**config.mk**
```make
export PLATFORM = sky130hd
export DESIGN_NAME = mc_controller_flat
export DESIGN_NICKNAME = d
export VERILOG_FILES = /design/src/rtl/mc_controller_if.sv /design/src/rtl/mc_controller.sv /design/src/flat_wrapper.sv
export SDC_FILE = /design/constraint.sdc
export NUM_CORES = 1
export LEC_CHECK = 0
export CAP_MARGIN = 5
export CORE_ASPECT_RATIO = 1.25
export CORE_MARGIN = 10
export CORE_UTILIZATION = 31
export DETAILED_ROUTE_END_ITERATION = 8
export PLACE_DENSITY = 0.69
export SLEW_MARGIN = 25
export SYNTH_ARGS = -nofsm -noshare
export SYNTH_HDL_FRONTEND = slang
export SYNTH_SLANG_ARGS = --single-unit
```
**constraint.sdc**
```tcl
create_clock -name clk -period 1.45 [get_ports clk]
set_input_delay 0.145 -clock clk [delete_from_list [all_inputs] [get_ports clk]]
set_output_delay 0.145 -clock clk [all_outputs]
set_load 0.02 [all_outputs]
```
**src/rtl/mc_controller_if.sv**
```systemverilog
// Control bundle between the multi-cycle controller and its datapath/memory.
// master = controller side, slave = datapath/memory side.
interface mc_controller_if;
   logic [5:0] opcode;
   logic [5:0] funct;
   logic       Zero;
   logic       mem_ready;
   logic       mem_req;
   logic       IRWr;
   logic       PCWr;
   logic [1:0] NPCSel;
   logic       RFWr;
   logic [1:0] WDSel;
   logic [1:0] DstSel;
   logic       DMWr;
   logic [1:0] ALUOp;
   logic       ALUBSel;
   logic [1:0] EXTOp;
   logic       illegal;
   logic       mem_err;
   logic [2:0] state;

   modport master (
      input  opcode, funct, Zero, mem_ready,
      output mem_req, IRWr, PCWr, NPCSel, RFWr, WDSel, DstSel, DMWr,
             ALUOp, ALUBSel, EXTOp, illegal, mem_err, state
   );

   modport slave (
      output opcode, funct, Zero, mem_ready,
      input  mem_req, IRWr, PCWr, NPCSel, RFWr, WDSel, DstSel, DMWr,
             ALUOp, ALUBSel, EXTOp, illegal, mem_err, state
   );
endinterface

```
**src/rtl/mc_controller.sv**
```systemverilog
// Multi-cycle MIPS main controller: FETCH/DECODE/EXEC/MEM/WB sequencing with a
// variable-latency memory handshake and a sticky timeout error.
module mc_controller #(
   parameter logic EN_EXT      = 1'b1,
   parameter int   MEM_TIMEOUT = 16
) (
   input  logic             clk,
   input  logic             reset,
   mc_controller_if.master  bus
);
   localparam logic [2:0] FETCH  = 3'd0;
   localparam logic [2:0] DECODE = 3'd1;
   localparam logic [2:0] EXEC   = 3'd2;
   localparam logic [2:0] MEM    = 3'd3;
   localparam logic [2:0] WB     = 3'd4;

   localparam logic [7:0] TO_LAST = 8'(MEM_TIMEOUT - 1);

   logic [2:0] state_q, state_n;
   logic [7:0] wait_cnt;
   logic       mem_err_q;
   logic       cnt_inc, set_err, timeout;

   // Decode
   logic is_r, is_addu, is_subu, is_slt, is_jr;
   logic is_ori, is_lw, is_sw, is_beq, is_lui, is_jal, is_addiu, is_j, legal;

   assign is_r     = (bus.opcode == 6'b000000);
   assign is_addu  = is_r && (bus.funct == 6'b100001);
   assign is_subu  = is_r && (bus.funct == 6'b100011);
   assign is_jr    = is_r && (bus.funct == 6'b001000);
   assign is_slt   = EN_EXT && is_r && (bus.funct == 6'b101010);
   assign is_ori   = (bus.opcode == 6'b001101);
   assign is_lw    = (bus.opcode == 6'b100011);
   assign is_sw    = (bus.opcode == 6'b101011);
   assign is_beq   = (bus.opcode == 6'b000100);
   assign is_lui   = (bus.opcode == 6'b001111);
   assign is_jal   = (bus.opcode == 6'b000011);
   assign is_addiu = EN_EXT && (bus.opcode == 6'b001001);
   assign is_j     = EN_EXT && (bus.opcode == 6'b000010);
   assign legal    = is_addu | is_subu | is_slt | is_jr | is_ori | is_lw | is_sw |
                     is_beq | is_lui | is_jal | is_addiu | is_j;

   assign timeout = (wait_cnt == TO_LAST);

   // Unqualified control values, before the reset gate
   logic       mem_req, irwr, pcwr, rfwr, dmwr, alubsel, illegal;
   logic [1:0] npcsel, wdsel, dstsel, aluop, extop;

   // Memory handshake: mem_req stays high while waiting; a request completes
   // in the cycle mem_ready is sampled high, and any side effect (IRWr, PCWr,
   // DMWr) is asserted only in that completing cycle.
   always_comb begin
      state_n = state_q;
      cnt_inc = 1'b0;
      set_err = 1'b0;
      mem_req = 1'b0;
      irwr    = 1'b0;
      pcwr    = 1'b0;
      npcsel  = 2'd0;
      rfwr    = 1'b0;
      wdsel   = 2'd0;
      dstsel  = 2'd0;
      dmwr    = 1'b0;
      aluop   = 2'd0;
      alubsel = 1'b0;
      extop   = 2'd0;
      illegal = 1'b0;

      if (state_q == EXEC || state_q == MEM || state_q == WB) begin
         if (is_subu || is_beq) aluop = 2'd1;
         else if (is_slt)       aluop = 2'd3;
         else if (is_ori)       aluop = 2'd2;
         if (is_ori) alubsel = 1'b1;
         if (is_lw || is_sw || is_addiu) begin
            alubsel = 1'b1;
            extop   = 2'd1;
         end
         if (is_lui) extop = 2'd2;
      end

      case (state_q)
         FETCH: begin
            mem_req = 1'b1;
            if (bus.mem_ready) begin
               irwr    = 1'b1;
               pcwr    = 1'b1;
               state_n = DECODE;
            end else if (timeout) begin
               set_err = 1'b1;
            end else begin
               cnt_inc = 1'b1;
            end
         end
         DECODE: begin
            state_n = FETCH;
            if (!legal) begin
               illegal = 1'b1;
            end else if (is_jal) begin
               pcwr   = 1'b1;
               npcsel = 2'd2;
               rfwr   = 1'b1;
               dstsel = 2'd2;
               wdsel  = 2'd3;
            end else if (is_jr) begin
               pcwr   = 1'b1;
               npcsel = 2'd3;
            end else if (is_j) begin
               pcwr   = 1'b1;
               npcsel = 2'd2;
            end else begin
               state_n = EXEC;
            end
         end
         EXEC: begin
            if (is_beq) begin
               pcwr    = bus.Zero;
               npcsel  = 2'd1;
               state_n = FETCH;
            end else if (is_lw || is_sw) begin
               state_n = MEM;
            end else begin
               state_n = WB;
            end
         end
         MEM: begin
            mem_req = 1'b1;
            if (bus.mem_ready) begin
               dmwr    = is_sw;
               state_n = is_sw ? FETCH : WB;
            end else if (timeout) begin
               set_err = 1'b1;
               state_n = FETCH;
            end else begin
               cnt_inc = 1'b1;
            end
         end
         WB: begin
            rfwr    = 1'b1;
            state_n = FETCH;
            if (is_lw) begin
               dstsel = 2'd1;
               wdsel  = 2'd1;
            end else if (is_lui) begin
               dstsel = 2'd1;
               wdsel  = 2'd2;
            end else if (is_ori || is_addiu) begin
               dstsel = 2'd1;
            end
         end
         default: state_n = FETCH;
      endcase
   end

   // Counter clears whenever it is not explicitly advancing, which covers
   // every state change and the timeout return.
   always_ff @(posedge clk) begin
      if (reset) begin
         state_q   <= FETCH;
         wait_cnt  <= 8'd0;
         mem_err_q <= 1'b0;
      end else begin
         state_q  <= state_n;
         wait_cnt <= cnt_inc ? wait_cnt + 8'd1 : 8'd0;
         if (set_err) mem_err_q <= 1'b1;
      end
   end

   // Reset silences every output so an aborted instruction has no side effect
   always_comb begin
      bus.mem_req = !reset && mem_req;
      bus.IRWr    = !reset && irwr;
      bus.PCWr    = !reset && pcwr;
      bus.NPCSel  = reset ? 2'd0 : npcsel;
      bus.RFWr    = !reset && rfwr;
      bus.WDSel   = reset ? 2'd0 : wdsel;
      bus.DstSel  = reset ? 2'd0 : dstsel;
      bus.DMWr    = !reset && dmwr;
      bus.ALUOp   = reset ? 2'd0 : aluop;
      bus.ALUBSel = !reset && alubsel;
      bus.EXTOp   = reset ? 2'd0 : extop;
      bus.illegal = !reset && illegal;
      bus.mem_err = !reset && mem_err_q;
      bus.state   = reset ? 3'd0 : state_q;
   end
endmodule

```
**src/flat_wrapper.sv**
```systemverilog
// flat-port wrapper written by rule: the top's interface ports become plain ports
module mc_controller_flat 
#(
   parameter logic EN_EXT      = 1'b1,
   parameter int   MEM_TIMEOUT = 16
)
  (clk, reset, bus_opcode, bus_funct, bus_Zero, bus_mem_ready, bus_mem_req, bus_IRWr, bus_PCWr, bus_NPCSel, bus_RFWr, bus_WDSel, bus_DstSel, bus_DMWr, bus_ALUOp, bus_ALUBSel, bus_EXTOp, bus_illegal, bus_mem_err, bus_state);
  mc_controller_if bus_i ();
  input  logic clk;
  input  logic reset;
  input wire logic [$bits(bus_i.opcode)-1:0] bus_opcode;
  input wire logic [$bits(bus_i.funct)-1:0] bus_funct;
  input wire logic [$bits(bus_i.Zero)-1:0] bus_Zero;
  input wire logic [$bits(bus_i.mem_ready)-1:0] bus_mem_ready;
  output wire logic [$bits(bus_i.mem_req)-1:0] bus_mem_req;
  output wire logic [$bits(bus_i.IRWr)-1:0] bus_IRWr;
  output wire logic [$bits(bus_i.PCWr)-1:0] bus_PCWr;
  output wire logic [$bits(bus_i.NPCSel)-1:0] bus_NPCSel;
  output wire logic [$bits(bus_i.RFWr)-1:0] bus_RFWr;
  output wire logic [$bits(bus_i.WDSel)-1:0] bus_WDSel;
  output wire logic [$bits(bus_i.DstSel)-1:0] bus_DstSel;
  output wire logic [$bits(bus_i.DMWr)-1:0] bus_DMWr;
  output wire logic [$bits(bus_i.ALUOp)-1:0] bus_ALUOp;
  output wire logic [$bits(bus_i.ALUBSel)-1:0] bus_ALUBSel;
  output wire logic [$bits(bus_i.EXTOp)-1:0] bus_EXTOp;
  output wire logic [$bits(bus_i.illegal)-1:0] bus_illegal;
  output wire logic [$bits(bus_i.mem_err)-1:0] bus_mem_err;
  output wire logic [$bits(bus_i.state)-1:0] bus_state;
  assign bus_i.opcode = bus_opcode;
  assign bus_i.funct = bus_funct;
  assign bus_i.Zero = bus_Zero;
  assign bus_i.mem_ready = bus_mem_ready;
  assign bus_mem_req = bus_i.mem_req;
  assign bus_IRWr = bus_i.IRWr;
  assign bus_PCWr = bus_i.PCWr;
  assign bus_NPCSel = bus_i.NPCSel;
  assign bus_RFWr = bus_i.RFWr;
  assign bus_WDSel = bus_i.WDSel;
  assign bus_DstSel = bus_i.DstSel;
  assign bus_DMWr = bus_i.DMWr;
  assign bus_ALUOp = bus_i.ALUOp;
  assign bus_ALUBSel = bus_i.ALUBSel;
  assign bus_EXTOp = bus_i.EXTOp;
  assign bus_illegal = bus_i.illegal;
  assign bus_mem_err = bus_i.mem_err;
  assign bus_state = bus_i.state;
  mc_controller #(.EN_EXT(EN_EXT), .MEM_TIMEOUT(MEM_TIMEOUT)) u_core (.clk(clk), .reset(reset), .bus(bus_i));
endmodule
```
# ---- Word-level counts from Yosys, hierarchy flattened
# Cells that the tools add are included.
dict set report totals {
  regBits 12
  latchBits 0
  ram_bits 0
  rom_bits 0
  inputBits 16
  out_inout_bits 21
  wordCells 125
  memories 0
}
dict set report op_classes {
  n_addsub 1
  multipliers 0
  div_mod_pow 0
  magnitude_cmp 0
  n_eq_ne 19
  n_shift 0
  mux 66
  bitwise 12
  n_reduce_logical 24
}
# cell count
set op_table {}
lappend op_table {{two-way mux 2 bit} 24}
lappend op_table {{equality test 6 bit, second input constant} 5}
lappend op_table {{two-way mux 3 bit} 10}
lappend op_table {{two-way mux 1 bit} 26}
lappend op_table {{equality test 6 x 4 -> 1 bit, second input constant} 4}
lappend op_table {{equality test 6 x 2 -> 1 bit, second input constant} 2}
lappend op_table {{logical AND 1 bit} 12}
lappend op_table {{one-hot mux 2 bit (2 select lines)} 3}
lappend op_table {{one-hot mux 3 bit (4 select lines)} 1}
lappend op_table {{bitwise OR 1 bit} 11}
lappend op_table {{adder 8 x 1 -> 8 bit, second input constant} 1}
lappend op_table {{equality test 8 x 4 -> 1 bit, second input constant} 1}
lappend op_table {{equality test 3 x 2 -> 1 bit, second input constant} 2}
lappend op_table {{equality test 6 x 3 -> 1 bit, second input constant} 1}
lappend op_table {{logical NOT 6 bit} 1}
lappend op_table {{logical OR 1 bit} 6}
lappend op_table {{OR reduction 2 bit} 2}
lappend op_table {{equality test 3 x 1 -> 1 bit, second input constant} 1}
lappend op_table {{equality test 3 bit, second input constant} 1}
lappend op_table {{logical NOT 3 bit} 1}
lappend op_table {{inequality test 3 x 2 -> 1 bit, second input constant} 1}
lappend op_table {{one-hot mux 1 bit (3 select lines)} 1}
lappend op_table {{inequality test 2 bit, second input constant} 1}
lappend op_table {{one-hot mux 1 bit (2 select lines)} 1}
lappend op_table {{3 further kinds} 3}

# ---- Longest topological paths before layout
dict set report depth {
  depth_word 16
  mapped_depth 6
  mapped_depth_nobuf 6
}

# ---- Least setup slack after synthesis
# OpenSTA, ideal clock, no wires.
dict set report synth_path {
  path_kind {flip-flop to output port}
  startpoint {reg u_core.state_q[2]}
  endpoint {out bus_WDSel[0]}
  arrival_ns 1.581
  required_time_ns 1.305
  path_slack_ns -0.276
  stages_incl_launch_ff 4
  path_buffers 0
  path_cell_list {dfxtp_1 -> nor2b_1 -> nand3_1 -> o31ai_1}
}
dict set report synth_via {
  elab_chain_cells 3
  word_cells_on_any_way 4
  classes_between {eq/ne: 2; mux: 2}
}
# element line
set synth_lines {}
lappend synth_lines {{from (decl)} mc_controller.sv:19} ;# logic [2:0] state_q, state_n;
lappend synth_lines {{from (signal assigned)} mc_controller.sv:163} ;# state_q <= state_n;
lappend synth_lines {{equality test 3 bit / equality test 3 x 1 -> 1 bit (equally long branches)} mc_controller.sv:82} ;# case (state_q)
lappend synth_lines {{one-hot mux 2 bit (2 select lines) (*)} mc_controller.sv:82}
lappend synth_lines {{two-way mux 2 bit (*)} mc_controller.sv:176} ;# bus.WDSel = reset ? 2'd0 : wdsel;
lappend synth_lines {{to (decl)} flat_wrapper.sv:20} ;# output wire logic [$bits(bus_i.WDSel)-1:0] bus_WDSel;
# Every way passes the cells marked *; elsewhere a longest branch is shown, timed or not.

# ---- Worst setup path after layout
dict set report layout_path {
  startpoint {reg u_core.state_q[1]}
  endpoint {out bus_EXTOp[0]}
}
dict set report layout_via {
  elab_chain_cells 5
  word_cells_on_any_way 7
  classes_between {eq/ne: 3; mux: 2; reduce/logical: 2}
}
# element line
set layout_lines {}
lappend layout_lines {{equality test 3 x 2 -> 1 bit} mc_controller.sv:70} ;# if (state_q == EXEC || state_q == MEM || state_q == WB) begin
lappend layout_lines {{logical OR 1 bit} mc_controller.sv:70}
lappend layout_lines {{logical OR 1 bit (*)} mc_controller.sv:70}
lappend layout_lines {{two-way mux 2 bit (*)} mc_controller.sv:70}
lappend layout_lines {{two-way mux 2 bit (*)} mc_controller.sv:181} ;# bus.EXTOp = reset ? 2'd0 : extop;
lappend layout_lines {{to (decl)} flat_wrapper.sv:25} ;# output wire logic [$bits(bus_i.EXTOp)-1:0] bus_EXTOp;
# Marks and branches as above.

==> flow_metrics.env <==
export IMPL_nets=225
export IMPL_power_frac_clock=0.231
export IMPL_worstMarginPinSlew_ns=0.462
export IMPL_first_global_vias=1277
export IMPL_syn_num_nets=146
export IMPL_final_cell_count_no_fill=242
export IMPL_gp_routability_congestion=0.812
export IMPL_io_pins=37
export IMPL_portBuffers=36
export IMPL_violations="setup timing"
export IMPL_number_of_sinks_handled_by_clock_tree_synthesis=12
export IMPL_maxSlewHeadroom=0.689
export IMPL_hold_viol=0
export IMPL_critical_path_slowest_cell="sky130_fd_sc_hd__or3_4"
export IMPL_synth_warning_count=0
export IMPL_areaGrowthSynthToFinish_pct=95.8
export IMPL_multi_input_area_sq_um=923
export IMPL_cp_required_ns=1.31
export IMPL_coreArea_sq_mm=0.00295
export IMPL_critPathMaxFanout=4
export IMPL_cts_root_buffer_cell="sky130_fd_sc_hd__clkbuf_4"
export IMPL_synth_edf_count=0
export IMPL_intPower_w=0.000577
export IMPL_post_drt_via_cell_ratio=5.11
export IMPL_grt_pass1_wl_microns=6030
export IMPL_synth_avg_cell_area_sq_um=7.43
export IMPL_synth_flop_cell="sky130_fd_sc_hd__dfxtp_1"
export IMPL_overall_global_routing_usage=0.123
export IMPL_vdd_ir_drop_max_mv=0.419
export IMPL_setup_repair_after_global_routing_missed_its_margin="yes"
export IMPL_wirelength_microns=3720
export IMPL_power_density_mw_per_mm2=439
export IMPL_syn_area_sq_um=958
export IMPL_clock_transition_at_the_register_clock_pins_on_the_worst_setup_and_hold_paths_after_cts_ns=0.07
export IMPL_whs_ns=0.429
export IMPL_setup_worst_path_end_class="output port"
export IMPL_ctsHtreeMaxLevel=1
export IMPL_layout_common_cells="sky130_fd_sc_hd__buf_4, sky130_fd_sc_hd__nand2_1, sky130_fd_sc_hd__buf_6, sky130_fd_sc_hd__dfxtp_1"
export IMPL_floorplan_die_height_microns=82.2
export IMPL_final_setup_viol_count=22
export IMPL_initial_core_util=0.325
export IMPL_final_antenna_net_count=0
export IMPL_chipWidth_microns=69.7
export IMPL_timing_clock_skew_ns=0.00174
export IMPL_antenna_violations_before_repair=0
export IMPL_worst_setup_path_type="flip-flop to output port"
export IMPL_core_rowCount=22
export IMPL_finalWorstSetupSlack_ns=-0.233
export IMPL_series_of_cell_instances_along_the_critical_path="buf_4, mux2i_2, or3_4, a211oi_4, buf_6"
export IMPL_timing_hold_worst_class="input port to flip-flop"
export IMPL_cts_tree="done"
export IMPL_overflow=0
export IMPL_critical_path_n_buffers_inverters=2
export IMPL_share_of_final_layout_standard_cells_stronger_than_drive_strength_1=0.592
export IMPL_synth_seq_area_share=0.251
export IMPL_synth_async_reset_ratio=0
export IMPL_cts_buffers_inserted=3
export IMPL_largest_net_degree_at_the_start_of_global_routing=9
export IMPL_utilization=0.637
export IMPL_layout_cells_most_common="sky130_fd_sc_hd__buf_4"
export IMPL_status="finished with violations"
export IMPL_count_of_state_elements_after_synthesis=12
export IMPL_fillerInstances=255
export IMPL_maxClockFrequency_mhz=594
export IMPL_fp_dieArea_sq_mm=0.00573
export IMPL_crit_arrival_ns=1.54
export IMPL_synth_cell_types=38
export IMPL_route_detailed_wl_per_inst_microns=15.4
export IMPL_num_vias=1236
export IMPL_final_max_slew_violation_count=0
export IMPL_period_minus_slack_ns=1.68
export IMPL_dr_first_iter_drc_count=92
export IMPL_period_share=1.16
export IMPL_crit_path_start_kind="flip-flop"
export IMPL_timing_max_cap_violations=0
export IMPL_sequential_cell_area_sq_um=248
export IMPL_net_sw_power_w=0.000246
export IMPL_power_share_combinational=0.358
export IMPL_setup_tns_final_ns=-2.99
export IMPL_count_of_mapped_cells_out_of_synthesis=129
export IMPL_worst_skew_pair_late_latency_ns=0.26
export IMPL_post_route_drc_count=0
export IMPL_switching_share=0.299
export IMPL_cell_class_contributing_the_biggest_share_of_worst_path_delay="simple AND/OR/NAND/NOR gates"
export IMPL_p_leak_nw=0.807
export IMPL_critical_path_max_stage_delay_ns=0.39
export IMPL_diodes=0
export IMPL_ctsHoldBuffers=0
export IMPL_drtPass1Iterations=4
export IMPL_seq_power_share=0.412
export IMPL_dp_final_hpwl_microns=2820
export IMPL_cts_path_max_buffers=2
export IMPL_dp_cells=235
## per-stage QoR
step                cell area [sq um]  power [W]  setup WS (ns)
global route                     1880   0.000867         -0.298
finish                           1880   0.000823         -0.233
detailed placement               1650   0.000597         -0.927
global placement                 1650   0.000592         -0.898
CTS                              1700   0.000800         -0.242
floorplan                         990   0.000449        0.00524
## state kept, by name (all words and copies together), names as in the netlist
signal            cells
u_core.wait_cnt       8
u_core.state_q        3
u_core.mem_err_q      1
## worst paths after layout
check                       endpoint          startpoint  slack [ns]  depth (start not counted)
hold / removal     u_core.state_q[2]               reset        0.43                          5
setup / recovery        bus_EXTOp[0]   u_core.state_q[1]       -0.23                          5
hold reg to reg   u_core.wait_cnt[0]  u_core.wait_cnt[0]        0.44                          1
setup reg to reg  u_core.wait_cnt[5]   u_core.state_q[0]       -0.16                          8
## power groups by stage
| stage | combinational, W | clock (W) | sequential, W |
|---|---|---|---|
| 2_1_floorplan | 0.000102 | 0 | 0.000347 |
| 3_3_place_gp | 0.000246 | 0 | 0.000345 |
| 3_5_place_dp | 0.000252 | 0 | 0.000346 |
| 4_1_cts | 0.000264 | 0.000199 | 0.000337 |
| 5_1_grt | 0.000316 | 0.000212 | 0.000339 |
| 6_report | 0.000294 | 0.000190 | 0.000339 |
## synth_stat cells, types with 2 or more instances
| library cell | count | area [sq um] |
|---|---|---|
| sky130_fd_sc_hd__nor2b_1 | 13 | 81.3 |
| sky130_fd_sc_hd__nor3_4 | 2 | 32.5 |
| sky130_fd_sc_hd__nand4_1 | 3 | 18.8 |
| sky130_fd_sc_hd__nand3_1 | 7 | 35.0 |
| sky130_fd_sc_hd__nand2b_1 | 6 | 37.5 |
| sky130_fd_sc_hd__a21oi_1 | 5 | 25.0 |
| sky130_fd_sc_hd__and3_1 | 2 | 12.5 |
| sky130_fd_sc_hd__nand2_1 | 17 | 63.8 |
| sky130_fd_sc_hd__nor4_1 | 3 | 18.8 |
| sky130_fd_sc_hd__xor2_1 | 4 | 35.0 |
| sky130_fd_sc_hd__inv_1 | 2 | 7.51 |
| sky130_fd_sc_hd__xnor2_1 | 4 | 35.0 |
| sky130_fd_sc_hd__nor2_1 | 21 | 78.8 |
| sky130_fd_sc_hd__a41oi_1 | 2 | 17.5 |
| sky130_fd_sc_hd__dfxtp_1 | 12 | 240 |
| sky130_fd_sc_hd__o31ai_1 | 2 | 15.0 |
| sky130_fd_sc_hd__nor3_1 | 3 | 15.0 |
## worst reg2reg max path, stage by stage, from the launching register on
cell                       delay (ns)
sky130_fd_sc_hd__dfxtp_2         0.33
sky130_fd_sc_hd__buf_4           0.16
sky130_fd_sc_hd__and2b_4         0.19
sky130_fd_sc_hd__buf_4           0.14
sky130_fd_sc_hd__nor3_4          0.22
sky130_fd_sc_hd__buf_6           0.13
sky130_fd_sc_hd__nand2b_4        0.07
sky130_fd_sc_hd__nand2b_4        0.21
sky130_fd_sc_hd__nor2_1          0.10
## layer usage
metal | part of all wire | wire length (microns) | global-route usage
met5 | 0 | 0 | 0
met3 | 0.056 | 210 | 0.0215
met4 | 0.0021 | 8 | 0.0217
met1 | 0.37 | 1400 | 0.132
met2 | 0.57 | 2110 | 0.248
## what timing repair did
| item | 4_1_cts | 5_1_grt |
|---|---|---|
| pin swaps | 11 | 15 |
| gates resized for setup | 134 | 60 |
| endpoints found under the setup margin | 31 | 30 |
| setup buffers | 2 | 2 |
## final cells by class
cell class	instances	share of cell area
Tap cell	36	0.0240
Timing Repair Buffer	77	0.336
Clock buffer	3	0.0120
Sequential cell	12	0.132
Multi-Input combinational cell	112	0.492
Inverter	2	0.00400
## cell families after synthesis
logic type | count (synthesis) | synth area share
simple gates | 85 | 0.488
compound gates | 17 | 0.132
flops | 12 | 0.251
xor+xnor | 8 | 0.0731
buf+inv | 5 | 0.0326
mux | 1 | 0.0104
fa+ha+maj | 1 | 0.0131
Power figures use the tool's default switching activity.
